`src/rtl/video_stream_pkg.sv`:
```
// Shared video-stream definitions for the RGB-to-luma path.
// Holds default frame geometry, RGB32 byte-lane offsets, default luma weights (Q0.8, summing to
// 256) and the frame-tracking FSM state encoding.
package video_stream_pkg;

  localparam int unsigned HActiveDefault = 640;
  localparam int unsigned VActiveDefault = 480;

  // Byte-lane offsets inside a 32-bit RGB beat; bits [31:24] carry no colour.
  localparam int unsigned RLsb = 0;
  localparam int unsigned GLsb = 8;
  localparam int unsigned BLsb = 16;

  localparam int unsigned CoefRDefault = 77;
  localparam int unsigned CoefGDefault = 150;
  localparam int unsigned CoefBDefault = 29;

  typedef enum logic [0:0] {
    StWaitSof,
    StInFrame
  } frame_state_e;

endpackage

```
`src/rtl/rgb_gray_stream_converter_if.sv`:
```
// AXI4-Stream video bundle.
// tdata/tvalid/tuser(SOF)/tlast(EOL) flow master -> slave, tready flows slave -> master.
interface rgb_gray_stream_converter_if #(
  parameter int unsigned DataWidth = 32
) ();

  logic [DataWidth-1:0] tdata;
  logic                 tvalid;
  logic                 tready;
  logic                 tuser;
  logic                 tlast;

  modport master (output tdata, tvalid, tuser, tlast, input tready);
  modport slave  (input tdata, tvalid, tuser, tlast, output tready);

endinterface

```
`src/rtl/luma_pipe.sv`:
```
// Two-stage luma datapath: stage 1 registers the three weighted products, stage 2 registers
// Y = (R*CR + G*CG + B*CB) >> 8. Both stages move together on 'advance'; sideband flags
// (SOF, EOL, end-of-frame) ride alongside the data.
// Ports: pclk/aresetn; advance (global enable); in_* pixel and flags; out_* luma and flags.
module luma_pipe #(
  parameter int unsigned COEF_R = 77,
  parameter int unsigned COEF_G = 150,
  parameter int unsigned COEF_B = 29
) (
  input  logic       pclk,
  input  logic       aresetn,
  input  logic       advance,
  input  logic       in_valid,
  input  logic [7:0] in_r,
  input  logic [7:0] in_g,
  input  logic [7:0] in_b,
  input  logic       in_sof,
  input  logic       in_eol,
  input  logic       in_eof,
  output logic       out_valid,
  output logic [7:0] out_y,
  output logic       out_sof,
  output logic       out_eol,
  output logic       out_eof
);

  logic [15:0] prod_r_d, prod_g_d, prod_b_d;
  logic [15:0] prod_r_q, prod_g_q, prod_b_q;
  logic        s1_valid_q, s1_sof_q, s1_eol_q, s1_eof_q;
  logic [15:0] sum;
  logic [7:0]  y_q;
  logic        s2_valid_q, s2_sof_q, s2_eol_q, s2_eof_q;

  always_comb begin
    prod_r_d = 16'(in_r) * 16'(COEF_R);
    prod_g_d = 16'(in_g) * 16'(COEF_G);
    prod_b_d = 16'(in_b) * 16'(COEF_B);
    // Weights sum to 256, so the worst case is 255*256 = 65280: no carry out of 16 bits.
    sum      = prod_r_q + prod_g_q + prod_b_q;
  end

  always_ff @(posedge pclk or negedge aresetn) begin
    if (!aresetn) begin
      s1_valid_q <= 1'b0;
      prod_r_q   <= '0;
      prod_g_q   <= '0;
      prod_b_q   <= '0;
      s1_sof_q   <= 1'b0;
      s1_eol_q   <= 1'b0;
      s1_eof_q   <= 1'b0;
      s2_valid_q <= 1'b0;
      y_q        <= '0;
      s2_sof_q   <= 1'b0;
      s2_eol_q   <= 1'b0;
      s2_eof_q   <= 1'b0;
    end else if (advance) begin
      s1_valid_q <= in_valid;
      prod_r_q   <= prod_r_d;
      prod_g_q   <= prod_g_d;
      prod_b_q   <= prod_b_d;
      s1_sof_q   <= in_sof;
      s1_eol_q   <= in_eol;
      s1_eof_q   <= in_eof;
      s2_valid_q <= s1_valid_q;
      y_q        <= 8'(sum >> 8);
      s2_sof_q   <= s1_sof_q;
      s2_eol_q   <= s1_eol_q;
      s2_eof_q   <= s1_eof_q;
    end
  end

  assign out_valid = s2_valid_q;
  assign out_y     = y_q;
  assign out_sof   = s2_sof_q;
  assign out_eol   = s2_eol_q;
  assign out_eof   = s2_eof_q;

endmodule

```
`src/rtl/rgb_gray_stream_converter.sv`:
```
// RGB32 AXI4-Stream to 8-bit luma converter with frame-geometry checking.
// Tracks x/y of every accepted pixel, regenerates SOF/EOL from those counters, flags
// unexpected SOF / bad EOL as sticky errors, and counts frames and overflow-dropped beats.
// Ports:
//   pclk, aresetn          clock, asynchronous active-low reset
//   s_axis (slave)         RGB input: tdata[7:0]=R [15:8]=G [23:16]=B, tuser=SOF, tlast=EOL
//   m_axis (master)        luma output: tdata=Y, tuser=SOF, tlast=EOL
//   stat_clr               synchronous clear of counters and sticky errors
//   frame_count            completed frames (wrapping)
//   drop_count             beats lost while stalled (saturating)
//   err_sof, err_eol       sticky geometry errors
//   frame_done             one-cycle pulse after the last pixel of a frame leaves
module rgb_gray_stream_converter
  import video_stream_pkg::*;
#(
  parameter int unsigned H_ACTIVE = HActiveDefault,
  parameter int unsigned V_ACTIVE = VActiveDefault,
  parameter int unsigned COEF_R   = CoefRDefault,
  parameter int unsigned COEF_G   = CoefGDefault,
  parameter int unsigned COEF_B   = CoefBDefault
) (
  input  logic                              pclk,
  input  logic                              aresetn,
  rgb_gray_stream_converter_if.slave        s_axis,
  rgb_gray_stream_converter_if.master       m_axis,
  input  logic                              stat_clr,
  output logic [15:0]                       frame_count,
  output logic [15:0]                       drop_count,
  output logic                              err_sof,
  output logic                              err_eol,
  output logic                              frame_done
);

  localparam int unsigned XW = (H_ACTIVE > 1) ? $clog2(H_ACTIVE) : 1;
  // One spare code so an early EOL on the last line cannot alias back to line 0.
  localparam int unsigned YW = $clog2(V_ACTIVE + 1);
  localparam logic [XW-1:0] XLast = XW'(H_ACTIVE - 1);
  localparam logic [YW-1:0] YLast = YW'(V_ACTIVE - 1);

  frame_state_e state_q, state_d;
  logic [XW-1:0] x_q, x_d, bx;
  logic [YW-1:0] y_q, y_d, by;
  logic [15:0]   frame_count_q, frame_count_d;
  logic [15:0]   drop_count_q, drop_count_d;
  logic          err_sof_q, err_sof_d, err_eol_q, err_eol_d;
  logic          frame_done_q, frame_done_d;

  logic advance, accept, drop;
  logic pix_valid, pix_sof, pix_eol, pix_eof;
  logic out_valid, out_sof, out_eol, out_eof;
  logic [7:0] out_y;
  logic unused_alpha;

  assign unused_alpha = ^s_axis.tdata[31:24];

  assign advance       = !out_valid || m_axis.tready;
  assign s_axis.tready = advance;
  assign accept        = s_axis.tvalid && advance;
  // The source ignores tready, so any refused beat is gone for good.
  assign drop          = s_axis.tvalid && !advance;

  always_comb begin
    state_d       = state_q;
    x_d           = x_q;
    y_d           = y_q;
    bx            = x_q;
    by            = y_q;
    pix_valid     = 1'b0;
    pix_sof       = 1'b0;
    pix_eol       = 1'b0;
    pix_eof       = 1'b0;
    frame_count_d = frame_count_q;
    drop_count_d  = drop_count_q;
    err_sof_d     = err_sof_q;
    err_eol_d     = err_eol_q;
    frame_done_d  = out_valid && m_axis.tready && out_eof;

    // In StWaitSof non-SOF beats are accepted and discarded without counting as drops.
    if (accept && (state_q == StInFrame || s_axis.tuser)) begin
      pix_valid = 1'b1;
      if (s_axis.tuser) begin
        if (state_q == StInFrame && (x_q != '0 || y_q != '0)) begin
          err_sof_d = 1'b1;
        end
        bx      = '0;
        by      = '0;
        state_d = StInFrame;
      end
      pix_sof = (bx == '0) && (by == '0);
      pix_eol = (bx == XLast);
      if (bx == XLast) begin
        if (!s_axis.tlast) begin
          err_eol_d = 1'b1;
        end
        x_d = '0;
        if (by == YLast) begin
          pix_eof       = 1'b1;
          frame_count_d = frame_count_q + 16'd1;
          state_d       = StWaitSof;
          y_d           = '0;
        end else begin
          y_d = by + YW'(1);
        end
      end else if (s_axis.tlast) begin
        err_eol_d = 1'b1;
        x_d       = '0;
        y_d       = by + YW'(1);
      end else begin
        x_d = bx + XW'(1);
        y_d = by;
      end
    end

    if (drop && drop_count_q != 16'hFFFF) begin
      drop_count_d = drop_count_q + 16'd1;
    end

    if (stat_clr) begin
      frame_count_d = '0;
      drop_count_d  = '0;
      err_sof_d     = 1'b0;
      err_eol_d     = 1'b0;
    end
  end

  always_ff @(posedge pclk or negedge aresetn) begin
    if (!aresetn) begin
      state_q       <= StWaitSof;
      x_q           <= '0;
      y_q           <= '0;
      frame_count_q <= '0;
      drop_count_q  <= '0;
      err_sof_q     <= 1'b0;
      err_eol_q     <= 1'b0;
      frame_done_q  <= 1'b0;
    end else begin
      state_q       <= state_d;
      x_q           <= x_d;
      y_q           <= y_d;
      frame_count_q <= frame_count_d;
      drop_count_q  <= drop_count_d;
      err_sof_q     <= err_sof_d;
      err_eol_q     <= err_eol_d;
      frame_done_q  <= frame_done_d;
    end
  end

  luma_pipe #(
    .COEF_R (COEF_R),
    .COEF_G (COEF_G),
    .COEF_B (COEF_B)
  ) u_luma_pipe (
    .pclk      (pclk),
    .aresetn   (aresetn),
    .advance   (advance),
    .in_valid  (pix_valid),
    .in_r      (s_axis.tdata[RLsb +: 8]),
    .in_g      (s_axis.tdata[GLsb +: 8]),
    .in_b      (s_axis.tdata[BLsb +: 8]),
    .in_sof    (pix_sof),
    .in_eol    (pix_eol),
    .in_eof    (pix_eof),
    .out_valid (out_valid),
    .out_y     (out_y),
    .out_sof   (out_sof),
    .out_eol   (out_eol),
    .out_eof   (out_eof)
  );

  assign m_axis.tvalid = out_valid;
  assign m_axis.tdata  = out_y;
  assign m_axis.tuser  = out_sof;
  assign m_axis.tlast  = out_eol;

  assign frame_count = frame_count_q;
  assign drop_count  = drop_count_q;
  assign err_sof     = err_sof_q;
  assign err_eol     = err_eol_q;
  assign frame_done  = frame_done_q;

endmodule

```
`src/flat_wrapper.sv`:
```
// flat-port wrapper written by rule: the top's interface ports become plain ports
module rgb_gray_stream_converter_flat import video_stream_pkg::*;
#(
  parameter int unsigned H_ACTIVE = HActiveDefault,
  parameter int unsigned V_ACTIVE = VActiveDefault,
  parameter int unsigned COEF_R   = CoefRDefault,
  parameter int unsigned COEF_G   = CoefGDefault,
  parameter int unsigned COEF_B   = CoefBDefault
)
  (pclk, aresetn, stat_clr, frame_count, drop_count, err_sof, err_eol, frame_done, s_axis_tdata, s_axis_tvalid, s_axis_tuser, s_axis_tlast, s_axis_tready, m_axis_tdata, m_axis_tvalid, m_axis_tuser, m_axis_tlast, m_axis_tready);
  rgb_gray_stream_converter_if #(.DataWidth(32)) s_axis_i ();
  rgb_gray_stream_converter_if #(.DataWidth(8)) m_axis_i ();
  input  logic pclk;
  input  logic aresetn;
  input  logic stat_clr;
  output logic [15:0] frame_count;
  output logic [15:0] drop_count;
  output logic err_sof;
  output logic err_eol;
  output logic frame_done;
  input wire logic [$bits(s_axis_i.tdata)-1:0] s_axis_tdata;
  input wire logic [$bits(s_axis_i.tvalid)-1:0] s_axis_tvalid;
  input wire logic [$bits(s_axis_i.tuser)-1:0] s_axis_tuser;
  input wire logic [$bits(s_axis_i.tlast)-1:0] s_axis_tlast;
  output wire logic [$bits(s_axis_i.tready)-1:0] s_axis_tready;
  output wire logic [$bits(m_axis_i.tdata)-1:0] m_axis_tdata;
  output wire logic [$bits(m_axis_i.tvalid)-1:0] m_axis_tvalid;
  output wire logic [$bits(m_axis_i.tuser)-1:0] m_axis_tuser;
  output wire logic [$bits(m_axis_i.tlast)-1:0] m_axis_tlast;
  input wire logic [$bits(m_axis_i.tready)-1:0] m_axis_tready;
  assign s_axis_i.tdata = s_axis_tdata;
  assign s_axis_i.tvalid = s_axis_tvalid;
  assign s_axis_i.tuser = s_axis_tuser;
  assign s_axis_i.tlast = s_axis_tlast;
  assign s_axis_tready = s_axis_i.tready;
  assign m_axis_tdata = m_axis_i.tdata;
  assign m_axis_tvalid = m_axis_i.tvalid;
  assign m_axis_tuser = m_axis_i.tuser;
  assign m_axis_tlast = m_axis_i.tlast;
  assign m_axis_i.tready = m_axis_tready;
  rgb_gray_stream_converter #(.H_ACTIVE(H_ACTIVE), .V_ACTIVE(V_ACTIVE), .COEF_R(COEF_R), .COEF_G(COEF_G), .COEF_B(COEF_B)) u_core (.pclk(pclk), .aresetn(aresetn), .s_axis(s_axis_i), .m_axis(m_axis_i), .stat_clr(stat_clr), .frame_count(frame_count), .drop_count(drop_count), .err_sof(err_sof), .err_eol(err_eol), .frame_done(frame_done));
endmodule
```
`config.mk`:
```
export PLATFORM = sky130hd
export DESIGN_NAME = rgb_gray_stream_converter_flat
export DESIGN_NICKNAME = d
export VERILOG_FILES = /design/src/rtl/video_stream_pkg.sv /design/src/rtl/rgb_gray_stream_converter_if.sv /design/src/rtl/luma_pipe.sv /design/src/rtl/rgb_gray_stream_converter.sv /design/src/flat_wrapper.sv
export SDC_FILE = /design/constraint.sdc
export NUM_CORES = 1
export LEC_CHECK = 0
export CAP_MARGIN = 20
export CORE_MARGIN = 2
export CORE_UTILIZATION = 55
export CTS_CLUSTER_DIAMETER = 80
export DETAILED_ROUTE_END_ITERATION = 6
export GPL_ROUTABILITY_DRIVEN = 0
export MAX_ROUTING_LAYER = met4
export PLACE_DENSITY_LB_ADDON = 0.25
export SYNTH_ARGS = -nofsm -noshare
export SYNTH_HDL_FRONTEND = slang
export SYNTH_SLANG_ARGS = --single-unit
export TNS_END_PERCENT = 10
```
`constraint.sdc`:
```
create_clock -name pclk -period 2.8 [get_ports pclk]
set_clock_uncertainty 0.15 [all_clocks]
set_input_delay 0.56 -clock pclk [delete_from_list [all_inputs] [get_ports pclk]]
set_output_delay 0.56 -clock pclk [all_outputs]
set_load 0.005 [all_outputs]
```
==> run metrics <==
DR WL/cell=16.06 µm; Synth cell types=60; Async SR Flop Fraction=100.0%; Root Driver=clkbuf_16; Area after DPL=10920 µm²; #FFs+latches synth=114; DP HPWL=15030 µm; drt pass-1 iters=7; 1st-iter DRT viols=520; Hold Path Class=in -> async; crit path capture type=flip-flop; Post-synth EDFFs=0; slew margin rel.=53.26%; CP Max Fanout=2; Data arrival, critical path=3.47 ns; Synth Net Count=1127; Routed Antenna Nets=0; row count=46; global route total overflow=0; Hold Vio Cnt, Final=0; Final Cell Area=12130 µm²; failing checks=negative setup slack; Num CTS Buffers=17; clk_lat worst skew=0.42 ns; CTS Sinks=114; CP Launch Type=primary input; initial antenna violation count=0; routed vias/inst=5.546; die area=16920 µm²; PortBufs=77; final worst path period share=118.7%; first-pass GRT wire length=35260 µm; cell depth of the worst flop-to-flop path=8; All-Layer GR Usage=27.25%; PD cells=838.1 nW/µm²; Clk pin slew, worst setup/hold paths=0.05 ns; outcome=complete, but fails checks; diodes inserted=0; final hold slack=0.03880 ns; H-Tree Depth=4; NumNets Final=1343; final WL=22090 µm; non-filler cells, final=1375; Worst-Margin Slew=0.7011 ns; Max Cap Violations=0; CTS Hold Bufs=0; cell count after synthesis=931; Die Ht=130.1 µm; worst endpoint required time=2.95 ns; Max VDD drop=664.2 µV; DRC Markers=0; mapped cell area=8745 µm²; WS Path Type=in -> reg; RSZ-0062 raised after global routing=true; vias in the first global route=7484; Cells after DPL=1336; Final setup viols=21; Leakage=5.726 nW; dpl ws=-1.440 ns; fin. max-slew vios=0; Vias=7626; I/O pin total=86; Final TNS setup=-7.414 ns; post-synthesis sequential area ratio=32.62%; Area Growth Syn to Fin=38.73%; Syn Area/Cell=9.393 µm²; Max Root-Sink Buffers=2; final worst slack=-0.5246 ns; min cycle time layout=3.325 ns; CTS tree=built; Synth Flop Type=dfrtp_1; Die X-Extent=130.1 µm; synth warn=0; capturing point of the worst reg2reg path=u_core.u_luma_pipe.out_y[7]$_DFFE_PN0N_; core box area=15710 µm²; Tot Pwr=10.17 mW; R2R Setup Slk=0.06 ns; Initial Utilization=55.65%; r2r startpoint=u_core.u_luma_pipe.prod_r_q[10]$_DFFE_PN0N_; fmax=0.3008 GHz; ratio of cells with drive above 1 in the final layout=26.14%; utilization after layout=77.21%; largest net degree at the start of global routing=71
[final cells by class]
cell class / instances / area [µm²]
Sequential cell: 114 / 2853
Tap cell: 216 / 270.3
Clock buffer: 17 / 425.4
Fill cell: 997 / 3581
Clock inverter: 14 / 180.2
Inverter: 86 / 322.8
Timing Repair Buffer: 224 / 1908
Multi-Input combinational cell: 704 / 6172
[critical path: stages]
cell	delay (ns)
buf_8	0.10
ha_4	0.23
ha_4	0.26
inv_2	0.03
fa_1	0.49
fa_1	0.53
inv_2	0.05
ha_4	0.14
or4_4	0.46
a311oi_4	0.33
xor2_1	0.19
o21ai_1	0.09
[cells by family (layout without fill, tap and decap cells)]
| family | after synthesis | after routing | share of synthesized area (%) |
|---|---|---|---|
| adders and majority gates | 157 | 157 | 25.73 |
| and+or+nand+nor | 310 | 310 | 17.53 |
| buffers and inverters | 113 | 341 | 4.936 |
| DFF | 114 | 114 | 32.62 |
| xor gates and xnor gates | 58 | 58 | 5.809 |
| AOI/OAI and AO/OA | 175 | 175 | 12.91 |
| muxes | 4 | 4 | 0.4722 |
[layer usage]
layer | global-route usage [%] | wire length [µm]
met1 | 34.93 | 9689
met2 | 44.47 | 10950
met3 | 5.248 | 941
met4 | 7.527 | 503
met5 | - | 0
[state kept, by name, summed over array words and instances (netlist names), 8 cells and up]
| register | count |
|---|---|
| u_core.y_q | 9 |
| u_core.u_luma_pipe.out_y | 8 |
| u_core.x_q | 10 |
| u_core.frame_count | 16 |
| u_core.u_luma_pipe.prod_b_q | 13 |
| u_core.u_luma_pipe.prod_g_q | 15 |
| u_core.drop_count | 16 |
| u_core.u_luma_pipe.prod_r_q | 15 |
[worst max-delay path by stage]
stage	depth (start not counted)	slack (ns)	startpoint	to
2_1_floorplan	11	-0.76	s_axis_tdata[4]	u_core.u_luma_pipe.prod_r_q[12]$_DFFE_PN0N_
4_1_cts	12	-0.49	s_axis_tdata[5]	u_core.u_luma_pipe.prod_r_q[12]$_DFFE_PN0N_
5_1_grt	14	-0.58	s_axis_tdata[4]	u_core.u_luma_pipe.prod_r_q[12]$_DFFE_PN0N_
3_3_place_gp	12	-1.37	s_axis_tdata[4]	u_core.u_luma_pipe.prod_r_q[12]$_DFFE_PN0N_
3_5_place_dp	14	-1.44	s_axis_tdata[4]	u_core.u_luma_pipe.prod_r_q[12]$_DFFE_PN0N_
6_report	12	-0.52	s_axis_tdata[5]	u_core.u_luma_pipe.prod_r_q[12]$_DFFE_PN0N_
[power by group]
part	total (mW)	internal [mW]	switching [mW]	leakage, nW
clock network	2.23	1.41	0.819	0.291
registers	2.27	2.01	0.261	1.46
logic	5.67	2.75	2.92	3.97
[cell usage in the layout, fill, tap and decap left out, drive strengths merged, types with 7 or more instances in the layout]
| master | count |
|---|---|
| a211oi | 11 |
| a21o | 11 |
| a21oi | 38 |
| and2 | 7 |
| and3 | 13 |
| buf | 158 |
| clkbuf | 20 |
| clkdlybuf4s50 | 53 |
| dfrtp | 114 |
| fa | 38 |
| ha | 119 |
| inv | 91 |
| nand2 | 108 |
| nand2b | 9 |
| nand3 | 28 |
| nand4 | 10 |
| nor2 | 78 |
| nor3 | 15 |
| nor4 | 10 |
| o21a | 11 |
| o21ai | 50 |
| o31ai | 11 |
| xnor2 | 20 |
| xor2 | 38 |
[synth_stat cells, types with 3 or more instances]
cell type  count  area, µm²
mux2i_1        3      30.03
nand3_1       28      140.1
a211oi_1      11      82.58
o21a_1        11      82.58
and2_1         7      43.79
nand2b_1       9      56.30
or3_1          4      25.02
inv_1         86      322.8
buf_1          4      15.01
fa_1          38      760.7
nand3b_1       4      30.03
o21ai_0       50      250.2
nor2_1        78      292.8
or4_1          3      22.52
ha_1         119       1489
and3_1        13      81.33
nand2_1      108      405.4
nor3_1        14      70.07
nand4_1        9      56.30
a41oi_1        6      52.55
and4_1         5      43.79
clkbuf_1      22      82.58
a31oi_1        6      37.54
o31ai_1       11      82.58
xor2_1        38      332.8
a311oi_1       6      52.55
xnor2_1       20      175.2
dfrtp_1      114       2853
nor4_1         8      50.05
a21oi_1       38      190.2
nor2b_1        5      31.28
o2111ai_1      3      26.28
o41ai_1        4      35.03
a21o_1        11      82.58
o211ai_1       3      22.52
[timing repair]
item,CTS,global route
pin swaps,66,32
buffers inserted,8,0
gates resized for setup,137,41
endpoints found under the setup margin,33,31
Note: power is estimated with default switching activity, not from simulation.
